--- config.mk ---
export PLATFORM = sky130hd
export DESIGN_NAME = tmr_resync_scheduler_flat
export DESIGN_NICKNAME = d
export VERILOG_FILES = /design/src/rtl/tmr_resync_scheduler_if.sv /design/src/rtl/tmr_resync_scheduler.sv /design/src/flat_wrapper.sv
export SDC_FILE = /design/constraint.sdc
export NUM_CORES = 1
export LEC_CHECK = 0
export CORE_ASPECT_RATIO = 1.2
export CORE_UTILIZATION = 47
export DETAILED_ROUTE_END_ITERATION = 6
export PLACE_DENSITY = 0.84
export SLEW_MARGIN = 20
export SYNTH_ARGS = -nofsm -noshare
export SYNTH_HDL_FRONTEND = slang
export SYNTH_SLANG_ARGS = --single-unit
--- constraint.sdc ---
create_clock -name clk -period 3.2 [get_ports clk]
set_input_delay 0.64 -clock clk [delete_from_list [all_inputs] [get_ports clk]]
set_output_delay 0.64 -clock clk [all_outputs]
set_load 0.01 [all_outputs]
--- src/rtl/tmr_resync_scheduler_if.sv ---
// Register-file scrub port shared by the resync scheduler (master) and the three core RFs (slave).
// The pipeline's write-port ownership flag travels with it because it arbitrates the same write port.
interface tmr_resync_scheduler_if;
    logic        pipe_wr_busy;
    logic [31:0] rf_rd_data;
    logic [1:0]  rf_rd_core;
    logic [4:0]  rf_rd_addr;
    logic        rf_wr_en;
    logic [1:0]  rf_wr_core;
    logic [4:0]  rf_wr_addr;
    logic [31:0] rf_wr_data;

    modport master (
        input  pipe_wr_busy, rf_rd_data,
        output rf_rd_core, rf_rd_addr, rf_wr_en, rf_wr_core, rf_wr_addr, rf_wr_data
    );

    modport slave (
        output pipe_wr_busy, rf_rd_data,
        input  rf_rd_core, rf_rd_addr, rf_wr_en, rf_wr_core, rf_wr_addr, rf_wr_data
    );
endinterface

--- src/rtl/tmr_resync_scheduler.sv ---
// TMR resync scheduler: on a single-core vote loss, holds all cores and copies x1..x31 from a healthy core.
// Optional macro SCRUB_VERIFY_EN adds a readback check (one rewrite, then fatal) after every scrub write.
module tmr_resync_scheduler #(
    parameter int DRAIN_CYCLES = 4,
    parameter int FAULT_THRESH = 3,
    parameter int CNT_W        = 4
) (
    input  logic                 clk,
    input  logic                 rst_in,
    input  logic [2:0]           voter_state,
    input  logic                 voter_valid,
    tmr_resync_scheduler_if.master rf,
    output logic                 core_hold,
    output logic                 scrub_active,
    output logic [3*CNT_W-1:0]   fault_count,
    output logic [2:0]           core_disabled,
    output logic                 fatal
);

    localparam int DW = $clog2(DRAIN_CYCLES + 1);

    typedef enum logic [2:0] {IDLE, DRAIN, READ, WRITE, VERIFY, DONE} state_t;

    state_t                  state_q, state_d;
    logic [DW-1:0]           cnt_q, cnt_d;
    logic [4:0]              idx_q, idx_d;
    logic [31:0]             data_q, data_d;
    logic [1:0]              src_q, src_d;
    logic [1:0]              tgt_q, tgt_d;
    logic [2:0][CNT_W-1:0]   fc_q, fc_d;
    logic [2:0]              dis_q, dis_d;
    logic                    fatal_q, fatal_d;
    logic                    hold_q, hold_d;
    logic                    single;
    logic [1:0]              f_idx;
    logic [CNT_W-1:0]        cnt_inc;
`ifdef SCRUB_VERIFY_EN
    logic                    retry_q, retry_d;
`endif

    always_ff @(posedge clk or negedge rst_in) begin
        if (!rst_in) begin
            state_q <= IDLE;
            cnt_q   <= '0;
            idx_q   <= '0;
            data_q  <= '0;
            src_q   <= '0;
            tgt_q   <= '0;
            fc_q    <= '0;
            dis_q   <= '0;
            fatal_q <= 1'b0;
            hold_q  <= 1'b0;
`ifdef SCRUB_VERIFY_EN
            retry_q <= 1'b0;
`endif
        end else begin
            state_q <= state_d;
            cnt_q   <= cnt_d;
            idx_q   <= idx_d;
            data_q  <= data_d;
            src_q   <= src_d;
            tgt_q   <= tgt_d;
            fc_q    <= fc_d;
            dis_q   <= dis_d;
            fatal_q <= fatal_d;
            hold_q  <= hold_d;
`ifdef SCRUB_VERIFY_EN
            retry_q <= retry_d;
`endif
        end
    end

    always_comb begin
        state_d = state_q;
        cnt_d   = cnt_q;
        idx_d   = idx_q;
        data_d  = data_q;
        src_d   = src_q;
        tgt_d   = tgt_q;
        fc_d    = fc_q;
        dis_d   = dis_q;
        fatal_d = fatal_q;
`ifdef SCRUB_VERIFY_EN
        retry_d = retry_q;
`endif
        rf.rf_rd_core = 2'd0;
        rf.rf_rd_addr = 5'd0;
        rf.rf_wr_en   = 1'b0;
        rf.rf_wr_core = 2'd0;
        rf.rf_wr_addr = 5'd0;
        rf.rf_wr_data = 32'd0;
        single = 1'b0;
        f_idx  = 2'd0;

        case (voter_state)
            3'b110:  begin single = 1'b1; f_idx = 2'd0; end
            3'b101:  begin single = 1'b1; f_idx = 2'd1; end
            3'b011:  begin single = 1'b1; f_idx = 2'd2; end
            default: ;
        endcase
        cnt_inc = (fc_q[f_idx] == '1) ? fc_q[f_idx] : fc_q[f_idx] + CNT_W'(1);

        case (state_q)
            IDLE: begin
                if (voter_valid && voter_state != 3'b111) begin
                    if (!single) begin
                        fatal_d = 1'b1;
                    end else begin
                        fc_d[f_idx] = cnt_inc;
                        // A disabled faulty core is simply counted; losing a second core leaves no majority.
                        if (!dis_q[f_idx]) begin
                            if (dis_q != 3'b000) begin
                                fatal_d = 1'b1;
                            end else if (cnt_inc >= CNT_W'(FAULT_THRESH)) begin
                                dis_d[f_idx] = 1'b1;
                            end else begin
                                state_d = DRAIN;
                                cnt_d   = '0;
                                tgt_d   = f_idx;
                                src_d   = (f_idx == 2'd0) ? 2'd1 : 2'd0;
                            end
                        end
                    end
                end
            end
            DRAIN: begin
                if (cnt_q == DW'(DRAIN_CYCLES - 1)) begin
                    state_d = READ;
                    idx_d   = 5'd1;
                end else begin
                    cnt_d = cnt_q + DW'(1);
                end
            end
            READ: begin
                rf.rf_rd_core = src_q;
                rf.rf_rd_addr = idx_q;
                data_d        = rf.rf_rd_data;
                state_d       = WRITE;
            end
            WRITE: begin
                rf.rf_wr_core = tgt_q;
                rf.rf_wr_addr = idx_q;
                rf.rf_wr_data = data_q;
                if (!rf.pipe_wr_busy) begin
                    rf.rf_wr_en = 1'b1;
`ifdef SCRUB_VERIFY_EN
                    state_d = VERIFY;
`else
                    if (idx_q == 5'd31) begin
                        state_d = DONE;
                    end else begin
                        idx_d   = idx_q + 5'd1;
                        state_d = READ;
                    end
`endif
                end
            end
`ifdef SCRUB_VERIFY_EN
            VERIFY: begin
                rf.rf_rd_core = tgt_q;
                rf.rf_rd_addr = idx_q;
                // First mismatch earns one rewrite; a second one is fatal but the scrub moves on.
                if (rf.rf_rd_data != data_q && !retry_q) begin
                    retry_d = 1'b1;
                    state_d = WRITE;
                end else begin
                    if (rf.rf_rd_data != data_q) fatal_d = 1'b1;
                    retry_d = 1'b0;
                    if (idx_q == 5'd31) begin
                        state_d = DONE;
                    end else begin
                        idx_d   = idx_q + 5'd1;
                        state_d = READ;
                    end
                end
            end
`endif
            DONE: begin
                state_d = IDLE;
            end
            default: begin
                state_d = IDLE;
            end
        endcase

        hold_d = (state_d != IDLE);
    end

    assign core_hold     = hold_q;
    assign scrub_active  = hold_q;
    assign fault_count   = fc_q;
    assign core_disabled = dis_q;
    assign fatal         = fatal_q;

endmodule

--- src/flat_wrapper.sv ---
// flat-port wrapper written by rule: the top's interface ports become plain ports
module tmr_resync_scheduler_flat 
#(
    parameter int DRAIN_CYCLES = 4,
    parameter int FAULT_THRESH = 3,
    parameter int CNT_W        = 4
)
  (clk, rst_in, voter_state, voter_valid, core_hold, scrub_active, fault_count, core_disabled, fatal, rf_pipe_wr_busy, rf_rf_rd_data, rf_rf_rd_core, rf_rf_rd_addr, rf_rf_wr_en, rf_rf_wr_core, rf_rf_wr_addr, rf_rf_wr_data);
  tmr_resync_scheduler_if rf_i ();
  input  logic clk;
  input  logic rst_in;
  input  logic [2:0] voter_state;
  input  logic voter_valid;
  output logic core_hold;
  output logic scrub_active;
  output logic [3*CNT_W-1:0] fault_count;
  output logic [2:0] core_disabled;
  output logic fatal;
  input wire logic [$bits(rf_i.pipe_wr_busy)-1:0] rf_pipe_wr_busy;
  input wire logic [$bits(rf_i.rf_rd_data)-1:0] rf_rf_rd_data;
  output wire logic [$bits(rf_i.rf_rd_core)-1:0] rf_rf_rd_core;
  output wire logic [$bits(rf_i.rf_rd_addr)-1:0] rf_rf_rd_addr;
  output wire logic [$bits(rf_i.rf_wr_en)-1:0] rf_rf_wr_en;
  output wire logic [$bits(rf_i.rf_wr_core)-1:0] rf_rf_wr_core;
  output wire logic [$bits(rf_i.rf_wr_addr)-1:0] rf_rf_wr_addr;
  output wire logic [$bits(rf_i.rf_wr_data)-1:0] rf_rf_wr_data;
  assign rf_i.pipe_wr_busy = rf_pipe_wr_busy;
  assign rf_i.rf_rd_data = rf_rf_rd_data;
  assign rf_rf_rd_core = rf_i.rf_rd_core;
  assign rf_rf_rd_addr = rf_i.rf_rd_addr;
  assign rf_rf_wr_en = rf_i.rf_wr_en;
  assign rf_rf_wr_core = rf_i.rf_wr_core;
  assign rf_rf_wr_addr = rf_i.rf_wr_addr;
  assign rf_rf_wr_data = rf_i.rf_wr_data;
  tmr_resync_scheduler #(.DRAIN_CYCLES(DRAIN_CYCLES), .FAULT_THRESH(FAULT_THRESH), .CNT_W(CNT_W)) u_core (.clk(clk), .rst_in(rst_in), .voter_state(voter_state), .voter_valid(voter_valid), .rf(rf_i), .core_hold(core_hold), .scrub_active(scrub_active), .fault_count(fault_count), .core_disabled(core_disabled), .fatal(fatal));
endmodule
* Word level (Yosys, flattened, before mapping) *
Index checks and enable logic that the tools add are counted.

cells by class
  $add $sub $neg = 3
  multiply operators = 0
  divide/modulo/power cells = 0
  order comparisons = 3
  equal/unequal tests = 21
  shift operators = 0
  muxes and demuxes = 43
  bitwise logic cells = 4
  reduce and logical (&&, ||, !) cells = 15

operator list
  kind                 count
  $mux 3               14
  $mux 32              1
  $mux 5               5
  $ne 2x2->1 const B   8
  $bwmux 12            1
  $eq 3x2->1 const B   4
  $mux 4               3
  $pmux 3 s4           1
  $reduce_and 6->1     2
  $pmux 5 s2           1
  $mux 1               9
  $bmux 4 s2           1
  $demux 4 s2          1
  $reduce_and 4->1     2
  $reduce_and 7->1     1
  $eq 3x3->1 const B   2
  $ne 2x1->1 const B   3
  $pmux 3 s2           1
  $reduce_bool 3->1    2
  $add 5x1->5 const B  1
  $eq 5x5->1 const B   1
  $add 4x1->4 const B  1
  $eq 4x4->1 const B   1
  $ge 4x2->1 const B   1
  other kinds (17)     22

storage, ports and cells
  flip-flop bits (word level) = 64
  bits in latches = 0
  memory bits (writable) = 0
  memory bits (read-only) = 0
  logic and storage cells = 101
  memories kept = 0

* Longest topological paths before layout *
Gate-level depths: netlist of the first run.

  depth after elaboration = 14
  mapped depth = 10

* Worst setup path before layout of the first run *
No wires, ideal clock.

  kind = input to register
  from = input voter_state[1]
  to = register u_core.hold_q, in the netlist u_core.core_hold
  arrival time = 2525 ps
  data required time = 3061 ps
  slack = 536 ps
  cell stages on the path = 10
  buffers on the path = 1
  cells stage by stage = buf_6 or2_2 a21oi_1 or3_1 inv_1 ha_1 inv_1 o211ai_2 a21oi_4 or4_1

on the way
  cells in the longest elaborated chain, start to end = 14

ends and longest elaborated chain
  what                                              line                         source
  from (decl)                                       flat_wrapper.sv:12           input logic [2:0] voter_state;
  $eq 3x2->1 / $eq 3x3->1 (equally long branches)   tmr_resync_scheduler.sv:95   case (voter_state)
  $pmux 2 s2                                        tmr_resync_scheduler.sv:95
  $bmux 4 s2                                        tmr_resync_scheduler.sv:101  cnt_inc = (fc_q[f_idx] == '1) ? fc_q[f_idx] : fc_q[f_idx] + CNT_W'(1);
  $mux 4 (not written as such)                      tmr_resync_scheduler.sv:101
  $add 4x1->4 / $eq 4x4->1 (equally long branches)  tmr_resync_scheduler.sv:101
  $mux 4                                            tmr_resync_scheduler.sv:101
  $ge 4x2->1                                        tmr_resync_scheduler.sv:114  end else if (cnt_inc >= CNT_W'(FAULT_THRESH)) begin
  $mux 3                                            tmr_resync_scheduler.sv:114
  $mux 3                                            tmr_resync_scheduler.sv:112  if (dis_q != 3'b000) begin
  $mux 3                                            tmr_resync_scheduler.sv:111  if (!dis_q[f_idx]) begin
  $mux 3                                            tmr_resync_scheduler.sv:106  if (!single) begin
  $mux 3 *                                          tmr_resync_scheduler.sv:105  if (voter_valid && voter_state != 3'b111) begin
  $pmux 3 s4 *                                      tmr_resync_scheduler.sv:103  case (state_q)
  $reduce_bool 3->1 *                               tmr_resync_scheduler.sv:186  hold_d = (state_d != IDLE);
  net u_core.hold_d                                 tmr_resync_scheduler.sv:33   logic hold_q, hold_d;
  to (signal assigned)                              tmr_resync_scheduler.sv:66   hold_q <= hold_d;
  to (decl)                                         tmr_resync_scheduler.sv:33

The timed path passes the listed nets; every way through them passes the cells marked *. The select of a mux whose other input is x is not followed.
A chain may end at the register's enable or synchronous reset.

* Worst setup path after layout of the first run *
  from = input voter_state[1]
  to = register u_core.dis_q[1], in the netlist u_core.core_disabled[1]

on the way
  cells in the longest elaborated chain, start to end = 8

ends and longest elaborated chain
  what                                              line                         source
  $eq 3x2->1 / $eq 3x3->1 (equally long branches)   tmr_resync_scheduler.sv:95
  $pmux 2 s2                                        tmr_resync_scheduler.sv:95
  $bmux 4 s2                                        tmr_resync_scheduler.sv:101
  $mux 4 (not written as such)                      tmr_resync_scheduler.sv:101
  $add 4x1->4 / $eq 4x4->1 (equally long branches)  tmr_resync_scheduler.sv:101
  $mux 4                                            tmr_resync_scheduler.sv:101
  $ge 4x2->1                                        tmr_resync_scheduler.sv:114
  $reduce_and 6->1 (no source line)                 --
  to (signal assigned)                              tmr_resync_scheduler.sv:64   dis_q <= dis_d;
  to (decl)                                         tmr_resync_scheduler.sv:31   logic [2:0] dis_q, dis_d;

Several ways; a longest one is shown, not always the timed one. The select of a mux whose other input is x is not followed.

==> results of run 1 <==
==> state kept, by name (all words and copies together) (netlist names) <==
| register | flops |
|---|---|
| u_core.src_q | 1 |
| u_core.state_q | 3 |
| u_core.cnt_q | 3 |
| u_core.tgt_q | 2 |
| u_core.core_disabled | 3 |
| u_core.idx_q | 5 |
| u_core.fatal | 1 |
| u_core.data_q | 32 |
| u_core.core_hold | 1 |
| u_core.fault_count | 12 |
==> final timing paths <==
kind	to	slack [ns]	depth (start not counted)
min reg2reg	u_core.fatal$_DFFE_PN0P_	0.46	2
max reg2reg	u_core.core_disabled[1]$_DFFE_PN0P_	0.78	9
min	u_core.core_disabled[1]$_DFFE_PN0P_	0.31	2
max in group asynchronous	u_core.data_q[8]$_DFFE_PN0N_	2.61	2
max	u_core.core_disabled[1]$_DFFE_PN0P_	0.28	11
min in group clk	u_core.fatal$_DFFE_PN0P_	0.46	2
==> through the flow <==
stage	setup TNS, ns	hold WS (ns)
after floorplan	0	0.344
after global placement	0	0.447
after detailed placement	-0.0152	0.453
after CTS	0	0.320
after global routing	0	0.336
final	0	0.307
==> cell usage after synthesis, drive strengths merged (3+ instances only) <==
cell,n
a21oi,9
a31oi,3
and2,7
and3,43
buf,10
clkbuf,10
dfrtp,63
ha,5
inv,8
mux2,48
mux2i,3
nand2,17
nand2b,5
nand3b,4
nor2,14
nor2b,4
nor3,4
o21ai,5
o21bai,3
or2,4
or3,4
xnor2,3
==> layer usage <==
layer,wire length [µm],vias to the layer above,global-route usage (%)
li1,-,1287,-
met1,3330,1329,26.7
met2,3990,102,38.0
met3,415,18,5.53
met4,172,0,11.2
met5,0,-,0
==> area by class of cell <==
cell class / instances / share of cell area (%)
multi-input cells: 210 / 34.6
well taps: 87 / 2.32
clock buffers: 14 / 3.90
flip-flops and latches: 63 / 33.7
repair buffers: 120 / 24.9
inverters: 8 / 0.641
==> kinds of logic after synthesis <==
family / Yosys count / share of synthesized area, %
muxes: 51 / 17.5
other: 1 / 0.113
buffers and inverters: 28 / 4.25
AOI/OAI and AO/OA: 33 / 7.26
xor gates and xnor gates: 5 / 1.32
and+or+nand+nor: 115 / 20.3
adders and majority gates: 5 / 1.88
DFF: 63 / 47.4
==> report_power, final <==
part           internal, W  total (W)  switching (W)  leakage [nW]
combinational     0.000946    0.00157       0.000621          1.25
sequential         0.00105    0.00120       0.000155         0.767
clock             0.000358   0.000633       0.000275        0.0946
==> impl_metrics.ini, run 1 <==
[global_routing]
grt_start_max_net_pins = 64
grt_pass1_vias = 2730
grt.overflow.total = 0
grt_pass1_wl_um = 12800
grt_use_total_pct = 22.6
antenna_found_initial = 0

[placement]
dp_cells = 488
place_ws_ns = -0.0117
port_buffers = 102
dpl.hpwl_um = 5760
placed_cell_area_mm2 = 0.00450
gp_congestion = 0.864

[critical_path]
cp_slowest_stage_delay_ns = 0.62
crit_arrival_ns = 3.13
setup.worst_path.start_class = primary input
cp_num_buf_inv = 4
startpoint = voter_state[1]
crit_family = buffers and inverters
crit_top_cell = buf_4
crit_path_top_delay_cell = clkdlybuf4s50_1
rr_startpoint = u_core.fault_count[0]$_DFFE_PN0P_
critPathKind = primary input to register
worstPathMaxFanout = 8
worstPathCellList = clkdlybuf4s50_1 -> nand2b_4 -> o32ai_1 -> or3_1 -> inv_1 -> ha_1 -> buf_4 -> o211ai_2 -> a221oi_1 -> buf_4 -> o21bai_1
crit_path_end_kind = register
crit_required_ns = 3.41

[synth]
synth-seq-cells = 63
syn_area_mm2 = 0.00333
synth_edf_count = 0
synth-seq-area-share_pct = 47.4
syn_avg_cell_area_um2 = 11.1
syn-num-nets = 345
async_flop_share_pct = 100
synth_top_cell_area_share_pct = 47.4
ys.flop_type = dfrtp_1
synth_top_cell_by_area = dfrtp_1
synthTopCellsByArea = dfrtp_1 (47%), mux2_2 (15%), and3_1 (8.1%)
synth_cell_types = 47
syn_inst = 301
ys_warn_count = 0

[detailed_routing]
firstDrtPassIters = 4
routed_wl_um = 7920
drt_iter0_drc = 125
vias_per_cell = 5.45
vias = 2736
drc_errors = 0
wl_per_cell_um = 15.8
antenna_left = 0

[sta]
hold_viol_final = 0
period_share_pct = 91.2
rsz0062_at_grt = false
setup_viol = 0
worst_slack_ns = 0.282
finalMaxSlewViolations = 0
min_period_ns = 2.92
max-slew-margin-rel_pct = 65.2
clock_skew_ns = 0.00408
fmax_ghz = 0.343
tightest_slew_ns = 0.519

[clocking]
cts_made_buffers = 9
post_cts_buffers = 0
root_buffer = clkbuf_8
cts-resized-gates = 0
cts_max_path_buffers = 2
cts_tree = yes
cts_sinks = 63
ctsHoldBuffers = 0
path_clk_slew_ns = 0.06
clk_latency_ns = 0.33
cts.htree.levels = 3

[final_layout]
fin_util_pct = 68.3
ff_latch_area_mm2 = 0.00158
drive_above_1_share_pct = 22.4
nFillCells = 525
diodes = 0
multi_input_area_mm2 = 0.00162
num-nets-final = 456
mostFrequentLayoutCells = clkdlybuf4s50_1 (101), dfrtp_1 (63), mux2_2 (45), and3_1 (43)
area_growth_pct = 40.7
design_area_mm2 = 0.00468
fin_cells = 502
final_common_cell = clkdlybuf4s50_1

[floorplan]
ios = 104
rows = 33
die_w_um = 78.8
die_y_um = 94.2
dieArea_mm2 = 0.00742
coreArea_mm2 = 0.00685
start_util_pct = 48.6

[power_and_ir_drop]
power.leakage_nw = 2.11
ir_drop_uv = 486
powerDensity_mw_per_mm2 = 726
p_total_w = 0.00340

[hold_path]
hold_path_class = primary input to async pin

[flow_run]
maxCapViolCount = 0

[run_status]
status = finished clean
Note: power is estimated with default switching activity, not from simulation.
==> inputs of run 2 (changes only) <==
SETUP_SLACK_MARGIN = 0.4   (was not set)
==> run 2 against run 1 <==
  * Fmax rose by 8.2%
  * Clock skew hardly changed
  * Clock power hardly changed
  * Sequential share of layout area fell by 0.11 points
  * Utilization grew 0.33 points
  * Sequential power hardly changed
  * Routed wire length is 2.3% higher
  * Highest routed layer unchanged
==> impl_metrics.ini, run 2 (synthesis gave the netlist of run 1 again) <==
[critical_path]
setup.worst_path.start_class = primary input
crit_arrival_ns = 2.91
rr_worst_depth = 9
crit_end = u_core.core_disabled[1]$_DFFE_PN0P_
startpoint = voter_state[1]
crit_path_end_kind = register
r2r-end = u_core.core_disabled[1]$_DFFE_PN0P_
rr_startpoint = u_core.fault_count[0]$_DFFE_PN0P_
ff2ff_setup_slack_ns = 0.77
worstPathMaxFanout = 8
crit_required_ns = 3.41
critPathKind = primary input to register

[clocking]
clk_latency_ns = 0.33
root_buffer = clkbuf_8
cts_tree = yes
path_clk_slew_ns = 0.06
cts.htree.levels = 3
cts_sinks = 63
cts_made_buffers = 9
cts_max_path_buffers = 2

[global_routing]
grt_use_total_pct = 22.7
antenna_found_initial = 0
grt_start_max_net_pins = 64
grt_pass1_vias = 2740
grt.overflow.total = 0
grt_pass1_wl_um = 12900

[detailed_routing]
antenna_left = 0
vias_per_cell = 5.44
firstDrtPassIters = 4
routed_wl_um = 8100
drt_iter0_drc = 116
drc_errors = 0
vias = 2736
wl_per_cell_um = 16.1

[final_layout]
drive_above_1_share_pct = 23.3
mostFrequentLayoutCells = clkdlybuf4s50_1 (98), dfrtp_1 (61), mux2_2 (45), and3_1 (43), buf_4 (18)
nFillCells = 522
fin_cells = 503
num-nets-final = 457
diodes = 0
final_common_cell = clkdlybuf4s50_1
largest_register_ffs = 32
area_growth_pct = 41.4
regMostFlops = u_core.data_q

[floorplan]
start_util_pct = 48.6
dieArea_mm2 = 0.00742
die_w_um = 78.8
rows = 33
coreArea_mm2 = 0.00685
die_y_um = 94.2
ios = 104

[placement]
place_ws_ns = -0.0117
dpl.hpwl_um = 5760
gp_congestion = 0.864
dp_cells = 488
port_buffers = 102

[sta]
period_share_pct = 84.3
tightest_slew_ns = 0.509
rsz0062_at_grt = false
hold_ws_ns = 0.304
setup_viol = 0
min_period_ns = 2.70
clock_skew_ns = 0.00436
hold_viol_final = 0
fmax_ghz = 0.371
worst_slack_ns = 0.503
max-slew-margin-rel_pct = 65.9
finalMaxSlewViolations = 0

[power_and_ir_drop]
power.leakage_nw = 2.13
ir_drop_uv = 487
powerDensity_mw_per_mm2 = 726

[run_status]
status = finished clean

[hold_path]
hold_path_class = primary input to async pin

[flow_run]
maxCapViolCount = 0
==> run 2: changes by cell type in the layout (fill, tap and decap cells not counted), moves of 2 or more <==
cell / change
clkdlybuf4s50_1: -3
dfrtp_1: -2
dfrtp_2: +2
dlygate4sd2_1: +2
==> run 2: area by class of cell <==
type / instances / area [µm²] / area share (%)
flip-flops and latches: 63 / 1580 / 33.6
multi-input cells: 210 / 1630 / 34.7
clock buffers: 14 / 183 / 3.88
well taps: 87 / 109 / 2.31
repair buffers: 121 / 1170 / 24.9
inverters: 8 / 30.0 / 0.638
==> run 2: worst min-delay path by stage <==
stage | depth (start not counted) | slack (ns) | end | start
after floorplan | 0 | 0.34 | u_core.cnt_q[0]$_DFFE_PN0P_ | rst_in
after global placement | 2 | 0.45 | u_core.fatal$_DFFE_PN0P_ | u_core.fatal$_DFFE_PN0P_
after detailed placement | 2 | 0.45 | u_core.fatal$_DFFE_PN0P_ | u_core.fatal$_DFFE_PN0P_
after CTS | 2 | 0.32 | u_core.fault_count[3]$_DFFE_PN0P_ | rst_in
after global routing | 2 | 0.34 | u_core.core_disabled[1]$_DFFE_PN0P_ | rst_in
final | 2 | 0.30 | u_core.core_disabled[1]$_DFFE_PN0P_ | rst_in
==> run 2: through the flow <==
| stage | setup TNS, ns | instance area [µm²] | total power (W) | utilization (%) |
|---|---|---|---|---|
| global route | 0 | 4700 | 0.00362 | 68.6 |
| CTS | 0 | 4690 | 0.00344 | 68.5 |
| detailed placement | -0.0152 | 4500 | 0.00279 | 65.6 |
| global placement | 0 | 4500 | 0.00275 | 65.6 |
| finish | 0 | 4700 | 0.00342 | 68.6 |
| floorplan | 0 | 3330 | 0.00200 | - |
==> run 2: timing repair <==
action | CTS | global route
cloned | 0 | 0
setup endpoints to repair | 40 | 45
setup buffers | 0 | 1
hold buffers | 0 | 0
pin swaps | 2 | 0
gates resized for setup | 4 | 3
==> run 2: worst max-delay path, stage by stage <==
cell	delay, ns
dlygate4sd2_1	0.31
nand2b_4	0.19
o32ai_1	0.28
or3_1	0.18
inv_1	0.06
ha_1	0.24
or2_2	0.35
a221oi_1	0.39
buf_4	0.19
o21bai_1	0.07
==> run 2: report_power, final <==
part / switching (W) / internal, W / leakage (nW) / total, W
Combinational: 0.000627 / 0.000954 / 1.27 / 0.00158
Sequential: 0.000156 / 0.00105 / 0.766 / 0.00120
Clock: 0.000276 / 0.000358 / 0.0946 / 0.000634
Total: 0.00106 / 0.00236 / 2.13 / 0.00342
==> run 2: layer usage <==
metal  track usage, %  part of all wire [%]
met1             26.9                    41
met2             38.2                    52
met3             5.53                   5.1
met4             11.8                   2.0
met5                0                     0
==> inputs of run 3 (changes only) <==
CORE_UTILIZATION = 42   (was 47)
PLACE_DENSITY = 0.79   (was 0.84)
clock period = 2.2 ns   (was 3.2 ns; I/O delays follow)
==> run 3 against run 2 <==
  * The run now ends with negative setup slack left
  * Sequential share of layout area is 7.5 points lower
  * Register-to-register slack worse by 0.73 ns
  * Via count is 15% higher
  * Critical path depth fell by 2
  * Worst hold slack worse by 0.17 ns
  * Final cell count rose by 15%
  * Sequential power up 48%
  * Worst setup slack got worse by 0.51 ns
  * Global-route usage grew 0.058 points
  * Flip-flop and latch count is the same
  * Largest cell class is now buffers
==> impl_metrics.ini, run 3 (synthesis gave the netlist of run 1 again) <==
[power_and_ir_drop]
powerDensity_mw_per_mm2 = 1130
power.leakage_nw = 2.83
ir_drop_uv = 853

[flow_run]
maxCapViolCount = 0

[sta]
period_share_pct = 100
setup_viol = 1
hold_ws_ns = 0.135
worst_slack_ns = -0.00859
max-slew-margin-rel_pct = 54.3
tightest_slew_ns = 0.685
hold_viol_final = 0
fmax_ghz = 0.453
min_period_ns = 2.21
finalMaxSlewViolations = 0
rsz0062_at_grt = true
clock_skew_ns = 0.0128
setup_tns_ns = -0.00859

[clocking]
cts_sinks = 63
cts_max_path_buffers = 2
cts.htree.levels = 3
root_buffer = clkbuf_8
path_clk_slew_ns = 0.07
ctsHoldBuffers = 0
clk_latency_ns = 0.34
cts_tree = yes
cts_made_buffers = 9

[run_status]
status = complete, but fails checks
violations = negative setup slack

[critical_path]
crit_required_ns = 1.76
r2r-end = u_core.src_q[0]$_DFFE_PN0P_
setup.worst_path.start_class = register
crit_arrival_ns = 1.77
startpoint = u_core.state_q[2]$_DFF_PN0_
rr_worst_depth = 6
crit_path_end_kind = output pin
ff2ff_setup_slack_ns = 0.04
rr_startpoint = u_core.state_q[2]$_DFF_PN0_
crit_end = rf_rf_rd_core[0]
worstPathMaxFanout = 3
critPathKind = register to output pin

[final_layout]
multi_input_area_mm2 = 0.00204
largest_register_ffs = 32
fin_cells = 578
area_growth_pct = 81.8
diodes = 0
final_common_cell = buf_6
ff_latch_area_mm2 = 0.00158
nFillCells = 434
regMostFlops = u_core.data_q
design_area_mm2 = 0.00605
drive_above_1_share_pct = 59.1
num-nets-final = 525
mostFrequentLayoutCells = buf_6 (63), dfrtp_1 (60), clkdlybuf4s50_1 (47), buf_4 (42), and3_4 (39)

[global_routing]
grt_pass1_wl_um = 15100
grt_start_max_net_pins = 36
antenna_found_initial = 0
grt_pass1_vias = 3016
grt_use_total_pct = 22.8
grt.overflow.total = 0

[placement]
place_ws_ns = -0.634
dpl.hpwl_um = 6030
dp_cells = 511
port_buffers = 102
placed_cell_area_mm2 = 0.00469
gp_congestion = 0.796

[detailed_routing]
routed_wl_um = 11000
wl_per_cell_um = 19.0
drt_iter0_drc = 135
antenna_left = 0
vias = 3151
drc_errors = 0
vias_per_cell = 5.45
firstDrtPassIters = 4

[floorplan]
die_y_um = 99.5
dieArea_mm2 = 0.00829
rows = 35
coreArea_mm2 = 0.00766
ios = 104
start_util_pct = 43.4
die_w_um = 83.3

[hold_path]
hold_path_class = primary input to async pin
## run 3: final cells by class
class / instances / area share (%)
Clock inverter: 3 / 1.08
Sequential cell: 63 / 26.1
Tap cell: 92 / 1.90
Inverter: 8 / 0.620
Clock buffer: 13 / 2.63
Timing Repair Buffer: 189 / 33.9
Multi-Input combinational cell: 210 / 33.8
## run 3: through the flow
step	utilization [%]	power [W]
CTS	69.0	0.00555
finish	79.0	0.00685
global placement	61.2	0.00406
detailed placement	61.2	0.00413
global route	79.0	0.00712
floorplan	-	0.00294
## run 3: per-layer routing
layer	wire (µm)	track usage, %
met5	0	0
met2	5880	39.4
met3	555	4.40
met1	4400	29.7
met4	123	5.17
## run 3: worst min path at each step
stage,endpoint,slack (ns)
floorplan,u_core.cnt_q[0]$_DFFE_PN0P_,0.14
global placement,u_core.fatal$_DFFE_PN0P_,0.46
detailed placement,u_core.fatal$_DFFE_PN0P_,0.48
CTS,u_core.data_q[2]$_DFFE_PN0N_,0.16
global route,u_core.data_q[4]$_DFFE_PN0N_,0.17
finish,u_core.data_q[4]$_DFFE_PN0N_,0.13
## run 3: repair_timing
item / 4_1_cts / 5_1_grt
gates cloned: 3 / 4
pin swaps: 13 / 10
buffers inserted: 29 / 15
resized for setup: 246 / 121
endpoints found under the setup margin: 71 / 112
## run 3: critical path, cell delays in order (launching register included)
cell and delay [ns]:
dfrtp_2 0.44, buf_4 0.14, buf_6 0.11, nand2b_4 0.15
nor2_4 0.15, buf_6 0.12, buf_6 0.09, and2_4 0.14
buf_6 0.09
## run 3: where the power goes
part / internal, W / switching, W / total, W
Sequential: 0.00152 / 0.000259 / 0.00178
Combinational: 0.00251 / 0.00141 / 0.00392
Clock: 0.000700 / 0.000453 / 0.00115
